### config.mk
export PLATFORM = sky130hd
export DESIGN_NAME = vram_arbiter_flat
export DESIGN_NICKNAME = d
export VERILOG_FILES = /design/src/rtl/vram_arbiter_if.sv /design/src/rtl/vram_arbiter.sv /design/src/flat_wrapper.sv
export SDC_FILE = /design/constraint.sdc
export NUM_CORES = 1
export LEC_CHECK = 0
export BUFFER_PORTS_ARGS = -buffer_cell sky130_fd_sc_hd__buf_2
export CORE_ASPECT_RATIO = 1.4
export CORE_MARGIN = 4
export CORE_UTILIZATION = 30
export CTS_BUF_LIST = sky130_fd_sc_hd__clkbuf_8
export DETAILED_ROUTE_END_ITERATION = 12
export PLACE_DENSITY_LB_ADDON = 0.1
export SLEW_MARGIN = 5
export SYNTH_ARGS = -nofsm -noshare
export SYNTH_HDL_FRONTEND = slang
export SYNTH_SLANG_ARGS = --single-unit
export TNS_END_PERCENT = 100
### constraint.sdc
create_clock -name clk -period 4.5 [get_ports clk]
set_input_delay 0.675 -clock clk [delete_from_list [all_inputs] [get_ports clk]]
set_output_delay 0.675 -clock clk [all_outputs]
set_load 0.05 [all_outputs]
### src/rtl/vram_arbiter_if.sv
// VRAM arbiter bus: scanout read path, buffered write requester, clear control and SRAM port.
// Signal directions in the names are from the arbiter's point of view.
interface vram_arbiter_if #(
  parameter int unsigned ADDR_WIDTH = 19,
  parameter int unsigned DATA_WIDTH = 8
);
  logic                  i_active;
  logic [ADDR_WIDTH-1:0] i_rd_addr;
  logic [DATA_WIDTH-1:0] o_rd_data;
  logic                  o_rd_valid;

  logic                  i_wr_valid;
  logic [ADDR_WIDTH-1:0] i_wr_addr;
  logic [DATA_WIDTH-1:0] i_wr_data;
  logic                  o_wr_ready;

  logic                  i_clear_req;
  logic                  o_clear_busy;

  logic [ADDR_WIDTH-1:0] o_mem_addr;
  logic                  o_mem_write;
  logic [DATA_WIDTH-1:0] o_mem_wdata;
  logic [DATA_WIDTH-1:0] i_mem_rdata;

  modport slave (
    input  i_active, i_rd_addr, i_wr_valid, i_wr_addr, i_wr_data, i_clear_req, i_mem_rdata,
    output o_rd_data, o_rd_valid, o_wr_ready, o_clear_busy, o_mem_addr, o_mem_write, o_mem_wdata
  );

  modport master (
    output i_active, i_rd_addr, i_wr_valid, i_wr_addr, i_wr_data, i_clear_req, i_mem_rdata,
    input  o_rd_data, o_rd_valid, o_wr_ready, o_clear_busy, o_mem_addr, o_mem_write, o_mem_wdata
  );
endinterface

### src/rtl/vram_arbiter.sv
// Single-port VRAM arbiter: scanout reads always win; a write FIFO and a frame-clear
// engine share the blanking cycles round-robin.
module vram_arbiter #(
  parameter int unsigned           ADDR_WIDTH  = 19,
  parameter int unsigned           DATA_WIDTH  = 8,
  parameter int unsigned           DEPTH       = 480000,
  parameter int unsigned           WFIFO_DEPTH = 16,
  parameter logic [DATA_WIDTH-1:0] CLEAR_VALUE = '0
) (
  input  logic           clk,
  input  logic           w_rst_n,
  vram_arbiter_if.slave  bus
);
  localparam int unsigned           PTR_W     = $clog2(WFIFO_DEPTH);
  localparam int unsigned           CNT_W     = PTR_W + 1;
  localparam logic [CNT_W-1:0]      FULL_CNT  = CNT_W'(WFIFO_DEPTH);
  localparam logic [ADDR_WIDTH-1:0] LAST_ADDR = ADDR_WIDTH'(DEPTH - 1);

  localparam logic [0:0] CLR_IDLE = 1'b0;
  localparam logic [0:0] CLR_BUSY = 1'b1;

  localparam logic GNT_WRITE = 1'b0;
  localparam logic GNT_CLEAR = 1'b1;

  typedef struct packed {
    logic [ADDR_WIDTH-1:0] addr;
    logic [DATA_WIDTH-1:0] data;
  } wr_entry_t;

  // Clear engine
  logic [0:0]            clr_state, clr_state_next;
  logic [ADDR_WIDTH-1:0] clr_ptr, clr_ptr_next;
  logic                  last_grant, last_grant_next;

  // Write FIFO
  wr_entry_t             fifo_mem [WFIFO_DEPTH];
  logic [PTR_W-1:0]      rd_ptr, wr_ptr;
  logic [CNT_W-1:0]      count, count_next;
  logic                  wr_ready_q;
  logic                  fifo_empty;
  logic                  push, pop;
  wr_entry_t             head;

  // Port grant and memory-side drive
  logic                  scan_gnt, wr_gnt, clr_gnt;
  logic [ADDR_WIDTH-1:0] mem_addr_c, mem_addr_q;
  logic [DATA_WIDTH-1:0] mem_wdata_c, mem_wdata_q;

  // Scanout return path
  logic                  active_d1;
  logic                  rd_valid_q;
  logic [DATA_WIDTH-1:0] rd_data_q;

  assign fifo_empty = (count == '0);
  assign head       = fifo_mem[rd_ptr];
  assign push       = bus.i_wr_valid && wr_ready_q;
  assign pop        = wr_gnt;

  // Per-cycle port owner; nothing is granted while reset is asserted
  always_comb begin
    scan_gnt = 1'b0;
    wr_gnt   = 1'b0;
    clr_gnt  = 1'b0;
    if (w_rst_n) begin
      if (bus.i_active) begin
        scan_gnt = 1'b1;
      end else if (!fifo_empty && (clr_state == CLR_BUSY)) begin
        if (last_grant == GNT_CLEAR) wr_gnt  = 1'b1;
        else                         clr_gnt = 1'b1;
      end else if (!fifo_empty) begin
        wr_gnt = 1'b1;
      end else if (clr_state == CLR_BUSY) begin
        clr_gnt = 1'b1;
      end
    end
  end

  // Memory address/data mux; an idle port holds the last driven values
  always_comb begin
    mem_addr_c  = mem_addr_q;
    mem_wdata_c = mem_wdata_q;
    if (scan_gnt) begin
      mem_addr_c = bus.i_rd_addr;
    end else if (wr_gnt) begin
      mem_addr_c  = head.addr;
      mem_wdata_c = head.data;
    end else if (clr_gnt) begin
      mem_addr_c  = clr_ptr;
      mem_wdata_c = CLEAR_VALUE;
    end
  end

  assign bus.o_mem_addr  = mem_addr_c;
  assign bus.o_mem_wdata = mem_wdata_c;
  assign bus.o_mem_write = wr_gnt || clr_gnt;

  // Clear engine next state: requests while busy are ignored, last address ends the frame
  always_comb begin
    clr_state_next  = clr_state;
    clr_ptr_next    = clr_ptr;
    last_grant_next = last_grant;
    if (wr_gnt)  last_grant_next = GNT_WRITE;
    if (clr_gnt) last_grant_next = GNT_CLEAR;
    case (clr_state)
      CLR_IDLE: begin
        if (bus.i_clear_req) clr_state_next = CLR_BUSY;
      end
      CLR_BUSY: begin
        if (clr_gnt) begin
          if (clr_ptr == LAST_ADDR) begin
            clr_state_next = CLR_IDLE;
            clr_ptr_next   = '0;
          end else begin
            clr_ptr_next = clr_ptr + ADDR_WIDTH'(1);
          end
        end
      end
      default: clr_state_next = CLR_IDLE;
    endcase
  end

  always_ff @(posedge clk or negedge w_rst_n) begin
    if (!w_rst_n) begin
      clr_state  <= CLR_IDLE;
      clr_ptr    <= '0;
      last_grant <= GNT_CLEAR;
    end else begin
      clr_state  <= clr_state_next;
      clr_ptr    <= clr_ptr_next;
      last_grant <= last_grant_next;
    end
  end

  assign bus.o_clear_busy = (clr_state == CLR_BUSY);

  always_comb begin
    count_next = count;
    case ({push, pop})
      2'b10:   count_next = count + CNT_W'(1);
      2'b01:   count_next = count - CNT_W'(1);
      default: count_next = count;
    endcase
  end

  // FIFO pointers and ready; ready tracks the post-edge occupancy
  always_ff @(posedge clk or negedge w_rst_n) begin
    if (!w_rst_n) begin
      rd_ptr     <= '0;
      wr_ptr     <= '0;
      count      <= '0;
      wr_ready_q <= 1'b1;
    end else begin
      if (push) wr_ptr <= wr_ptr + PTR_W'(1);
      if (pop)  rd_ptr <= rd_ptr + PTR_W'(1);
      count      <= count_next;
      wr_ready_q <= (count_next != FULL_CNT);
    end
  end

  always_ff @(posedge clk) begin
    if (push) fifo_mem[wr_ptr] <= {bus.i_wr_addr, bus.i_wr_data};
  end

  assign bus.o_wr_ready = wr_ready_q;

  // Held port values and the two-stage scanout return
  always_ff @(posedge clk or negedge w_rst_n) begin
    if (!w_rst_n) begin
      mem_addr_q  <= '0;
      mem_wdata_q <= '0;
      active_d1   <= 1'b0;
      rd_valid_q  <= 1'b0;
      rd_data_q   <= '0;
    end else begin
      mem_addr_q  <= mem_addr_c;
      mem_wdata_q <= mem_wdata_c;
      active_d1   <= bus.i_active;
      rd_valid_q  <= active_d1;
      if (active_d1) rd_data_q <= bus.i_mem_rdata;
    end
  end

  assign bus.o_rd_valid = rd_valid_q;
  assign bus.o_rd_data  = rd_data_q;

endmodule

### src/flat_wrapper.sv
// flat-port wrapper written by rule: the top's interface ports become plain ports
module vram_arbiter_flat 
#(
  parameter int unsigned           ADDR_WIDTH  = 19,
  parameter int unsigned           DATA_WIDTH  = 8,
  parameter int unsigned           DEPTH       = 480000,
  parameter int unsigned           WFIFO_DEPTH = 16,
  parameter logic [DATA_WIDTH-1:0] CLEAR_VALUE = '0
)
  (clk, w_rst_n, bus_i_active, bus_i_rd_addr, bus_i_wr_valid, bus_i_wr_addr, bus_i_wr_data, bus_i_clear_req, bus_i_mem_rdata, bus_o_rd_data, bus_o_rd_valid, bus_o_wr_ready, bus_o_clear_busy, bus_o_mem_addr, bus_o_mem_write, bus_o_mem_wdata);
  vram_arbiter_if #(.ADDR_WIDTH(ADDR_WIDTH), .DATA_WIDTH(DATA_WIDTH)) bus_i ();
  input  logic clk;
  input  logic w_rst_n;
  input wire logic [$bits(bus_i.i_active)-1:0] bus_i_active;
  input wire logic [$bits(bus_i.i_rd_addr)-1:0] bus_i_rd_addr;
  input wire logic [$bits(bus_i.i_wr_valid)-1:0] bus_i_wr_valid;
  input wire logic [$bits(bus_i.i_wr_addr)-1:0] bus_i_wr_addr;
  input wire logic [$bits(bus_i.i_wr_data)-1:0] bus_i_wr_data;
  input wire logic [$bits(bus_i.i_clear_req)-1:0] bus_i_clear_req;
  input wire logic [$bits(bus_i.i_mem_rdata)-1:0] bus_i_mem_rdata;
  output wire logic [$bits(bus_i.o_rd_data)-1:0] bus_o_rd_data;
  output wire logic [$bits(bus_i.o_rd_valid)-1:0] bus_o_rd_valid;
  output wire logic [$bits(bus_i.o_wr_ready)-1:0] bus_o_wr_ready;
  output wire logic [$bits(bus_i.o_clear_busy)-1:0] bus_o_clear_busy;
  output wire logic [$bits(bus_i.o_mem_addr)-1:0] bus_o_mem_addr;
  output wire logic [$bits(bus_i.o_mem_write)-1:0] bus_o_mem_write;
  output wire logic [$bits(bus_i.o_mem_wdata)-1:0] bus_o_mem_wdata;
  assign bus_i.i_active = bus_i_active;
  assign bus_i.i_rd_addr = bus_i_rd_addr;
  assign bus_i.i_wr_valid = bus_i_wr_valid;
  assign bus_i.i_wr_addr = bus_i_wr_addr;
  assign bus_i.i_wr_data = bus_i_wr_data;
  assign bus_i.i_clear_req = bus_i_clear_req;
  assign bus_i.i_mem_rdata = bus_i_mem_rdata;
  assign bus_o_rd_data = bus_i.o_rd_data;
  assign bus_o_rd_valid = bus_i.o_rd_valid;
  assign bus_o_wr_ready = bus_i.o_wr_ready;
  assign bus_o_clear_busy = bus_i.o_clear_busy;
  assign bus_o_mem_addr = bus_i.o_mem_addr;
  assign bus_o_mem_write = bus_i.o_mem_write;
  assign bus_o_mem_wdata = bus_i.o_mem_wdata;
  vram_arbiter #(.ADDR_WIDTH(ADDR_WIDTH), .DATA_WIDTH(DATA_WIDTH), .DEPTH(DEPTH), .WFIFO_DEPTH(WFIFO_DEPTH), .CLEAR_VALUE(CLEAR_VALUE)) u_core (.clk(clk), .w_rst_n(w_rst_n), .bus(bus_i));
endmodule
==> results.sh <==
export IMPL_r2r_setup_slack_ps=1690
export IMPL_yosysSeqAreaShare_pct=74.46
export IMPL_cts_tree="yes"
export IMPL_syn_area_um2=19840
export IMPL_path_class="in2out"
export IMPL_finalWirelength_um=53930
export IMPL_cp_data_arrival_time_ps=3380
export IMPL_leakagePower_uw=0.008098
export IMPL_utilization_pct=35.54
export IMPL_pwr_share_comb_pct=27.8
export IMPL_crit_fanout=27
export IMPL_avgSynthCellArea_um2=18.95
export IMPL_worst_setup_path_end_kind="primary output"
export IMPL_reg2reg_to="u_core.clr_ptr[16]"
export IMPL_core_um2=65550
export IMPL_min_period_over_period_pct=90.00
export IMPL_vias=10331
export IMPL_grt_start_max_net_pins=55
export IMPL_n_fill_cell=6221
export IMPL_seq_area_um2=14790
export IMPL_required_ps=3830
export IMPL_slowest_stage="dlygate4sd3_1"
export IMPL_postRouteAntennaNets=0
export IMPL_clk_root_buffer_cell="clkbuf_8"
export IMPL_place_area_um2=21560
export IMPL_drt_vias_per_instance=4.830
export IMPL_final_hold_viol_count=0
export IMPL_h_tree_depth=3
export IMPL_firstDrtPassIters=5
export IMPL_fin_crit_ps=4050
export IMPL_grt_usage_pct=15.28
export IMPL_async_reset_ff_share_pct=14.29
export IMPL_slowest_delay_ps=580
export IMPL_drc=0
export IMPL_clk_path_buf_depth=3
export IMPL_p_int_uw=9550
export IMPL_synth_top_cell_area_share_pct=65.37
export IMPL_ys_warnings_count=0
export IMPL_start_util_pct=30.27
export IMPL_port_buffers=97
export IMPL_final_setup_viol_count=0
export IMPL_path_clk_slew_ps=60
export IMPL_path_common_cell="buf_4"
export IMPL_die_width_um=225.4
export IMPL_powerDensity_nw_per_um2=608.1
export IMPL_row_count=111
export IMPL_crit_chain="dlygate4sd3_1 > buf_4 > nand2b_1 > a221oi_2 > buf_4 > nor2b_4 > buf_4 > a32oi_1 > nand2_1 > buf_2"
export IMPL_gr_total_overflow=0
export IMPL_numCtsBuffers=86
export IMPL_synth_nets=1115
export IMPL_r2r_cells=6
export IMPL_status="completed"
export IMPL_synth_distinct_cells=46
export IMPL_seq_power_share_pct=43.2
export IMPL_rsz0062_at_grt="no"
export IMPL_nets=1288
export IMPL_multi_input_area_um2=4848
export IMPL_tns_ps=0
export IMPL_yosysTopAreaCell="edfxtp_1"
export IMPL_start_kind="input port"
export IMPL_synthToLayoutAreaGrowth_pct=17.41
export IMPL_r2r_start="u_core.count[0]"
export IMPL_antenna_found_initial=5
export IMPL_min_path_cells=1
export IMPL_synth_edff_count=432
export IMPL_yosys_top_cells_area="edfxtp_1 (65%), dfrtp_1 (8.8%), mux4_2 (8.6%)"
export IMPL_finalMaxSlewViolations=0
export IMPL_die_h_um=312.3
export IMPL_drv_cap=0
export IMPL_globalplace_congestion=0.7623
export IMPL_die_area_um2=70380
export IMPL_ys_seq_elements=504
export IMPL_postSynthCellCount=1047
export IMPL_worst_slew_pin_slew_ps=1010
export IMPL_hpwl_um=32320
export IMPL_hp_start="bus_i_active"
export IMPL_power_share_clock_pct=29.0
export IMPL_synthFlopType="edfxtp_1"
export IMPL_total_power_uw=14170
export IMPL_hold_end="u_core.active_d1"
export IMPL_grt_pass1_vias=11110
export IMPL_fin_skew_ps=29.85
export IMPL_clk_latency_ps=680
export IMPL_drive_gt1_share_pct=31.89
export IMPL_fin_area_um2=23300
export IMPL_hold_class="in2reg"
export IMPL_max_slew_margin_pct=32.65
export IMPL_swShare_pct=32.60
export IMPL_p_sw_uw=4619
export IMPL_wl_per_cell_um=25.21
export IMPL_ios=98
export IMPL_grt_pass1_wl_um=77640
export IMPL_peakVddDrop_mv=0.2129
export IMPL_drt_iter0_markers=822
export IMPL_clock_fmax_mhz=246.9
export IMPL_clock_sinks=504
==> cell usage after synthesis (9+ instances only) <==
library cell / instances
a22oi_1: 71
and2_1: 16
buf_1: 10
buf_2: 17
clkbuf_1: 28
dfrtp_1: 70
edfxtp_1: 432
ha_1: 9
mux2_2: 49
mux2i_1: 65
mux4_2: 76
nand2_1: 36
nand3_1: 42
nor2_1: 16
o21ai_0: 12
xnor2_1: 11
xor2_1: 11
==> cell usage in the layout, fill, tap and decap left out, types with 3 or more instances in the layout <==
master / count
clkinv_1: 10
buf_2: 96
bufinv_16: 4
clkinv_2: 11
a32oi_1: 7
o21ai_0: 12
mux2_2: 49
nand3_1: 42
diode_2: 3
a21oi_1: 8
mux2i_1: 65
o31ai_1: 4
nor2_1: 16
xnor2_1: 11
clkbuf_8: 99
nand4_1: 5
and2_2: 12
nand2b_1: 4
edfxtp_1: 432
dfrtp_1: 67
mux4_2: 76
nor3_1: 3
and3_1: 4
and3_2: 4
buf_4: 40
inv_6: 3
and2_1: 3
ha_1: 9
nand2_1: 36
inv_1: 37
nor2b_1: 5
a22oi_1: 71
xor2_1: 11
buf_12: 3
==> area by class of cell <==
cell class / instances / share of cell area, %
Antenna cell: 3 / 0.03222
Tap cell: 847 / 4.548
Clock buffer: 99 / 5.848
Multi-Input combinational cell: 480 / 20.81
Inverter: 8 / 0.1289
Timing Repair Buffer: 140 / 3.652
Clock inverter: 58 / 1.525
Sequential cell: 504 / 63.46
==> worst max-delay path by stage <==
stage,endpoint,startpoint,slack [ps],depth (start not counted)
after CTS,bus_o_mem_addr[12],w_rst_n,180,10
final,bus_o_mem_wdata[0],w_rst_n,450,10
after detailed placement,bus_o_mem_addr[12],w_rst_n,880,9
after global routing,bus_o_mem_addr[13],w_rst_n,190,10
after global placement,bus_o_mem_addr[13],w_rst_n,930,9
after floorplan,bus_o_mem_addr[0],u_core.rd_ptr[2],1380,7
==> routing by layer <==
layer / vias up / track usage (%) / share of wire (%) / wire, µm
li1: 4596 / - / - / -
met3: 90 / 2.809 / 4.9 / 2625
met1: 5364 / 18.47 / 40 / 21560
met5: - / 0 / 0 / 0
met4: 0 / 5.724 / 2.8 / 1498
met2: 281 / 27.06 / 52 / 28240
==> state kept, by name, summed over array words and instances, names as in the netlist <==
register / count
u_core.fifo_mem: 432
u_core.rd_ptr: 4
u_core.active_d1: 1
u_core.bus.o_rd_data: 8
u_core.bus.o_wr_ready: 1
u_core.bus.o_rd_valid: 1
u_core.mem_addr_q: 19
u_core.last_grant: 1
u_core.mem_wdata_q: 8
u_core.clr_ptr: 19
u_core.count: 5
u_core.wr_ptr: 4
u_core.bus.o_clear_busy: 1
==> critical path: cells and delay by family <==
kind | cells | cell delay (ps)
buf+inv | 5 | 1790
compound gates | 2 | 380
simple gates | 3 | 490
==> cells by family (layout without fill, tap and decap cells) <==
group,count (synthesis),count (layout),synth area share [%]
AND/OR/NAND/NOR,152,152,4.029
adder cells (fa/ha/maj),9,9,0.5675
multiplexers,190,190,14.68
AO/OA/AOI/OAI,107,107,3.985
other,0,3,0
buffers and inverters,63,305,1.299
XOR/XNOR,22,22,0.9710
flip-flops,504,504,74.46
==> per-stage QoR <==
stage / hold WS, ps / setup WS (ps) / std cells
2_1_floorplan: 351.9 / 1381 / 1047
3_3_place_gp: 470.6 / 931.3 / 1978
3_5_place_dp: 470.5 / 875.4 / 1978
4_1_cts: 123.4 / 183.0 / 2136
5_1_grt: 153.5 / 191.6 / 2137
6_report: 193.6 / 449.8 / 2139
==> power by group through the flow <==
stage	clock network, µW	registers, µW	logic [µW]
5_1_grt	4480	6180	4240
4_1_cts	4280	6130	4060
3_5_place_dp	0	6220	4040
3_3_place_gp	0	6210	4090
2_1_floorplan	0	5940	2790
6_report	4120	6120	3940
==> timing repair <==
item                                    4_1_cts  5_1_grt
buffers inserted                              0        0
hold buffers                                  1        0
resized for setup                             0        1
endpoints found under the setup margin        0        1
endpoints found under the hold margin        16        0
No activity file was read; power rests on OpenSTA's default activity.
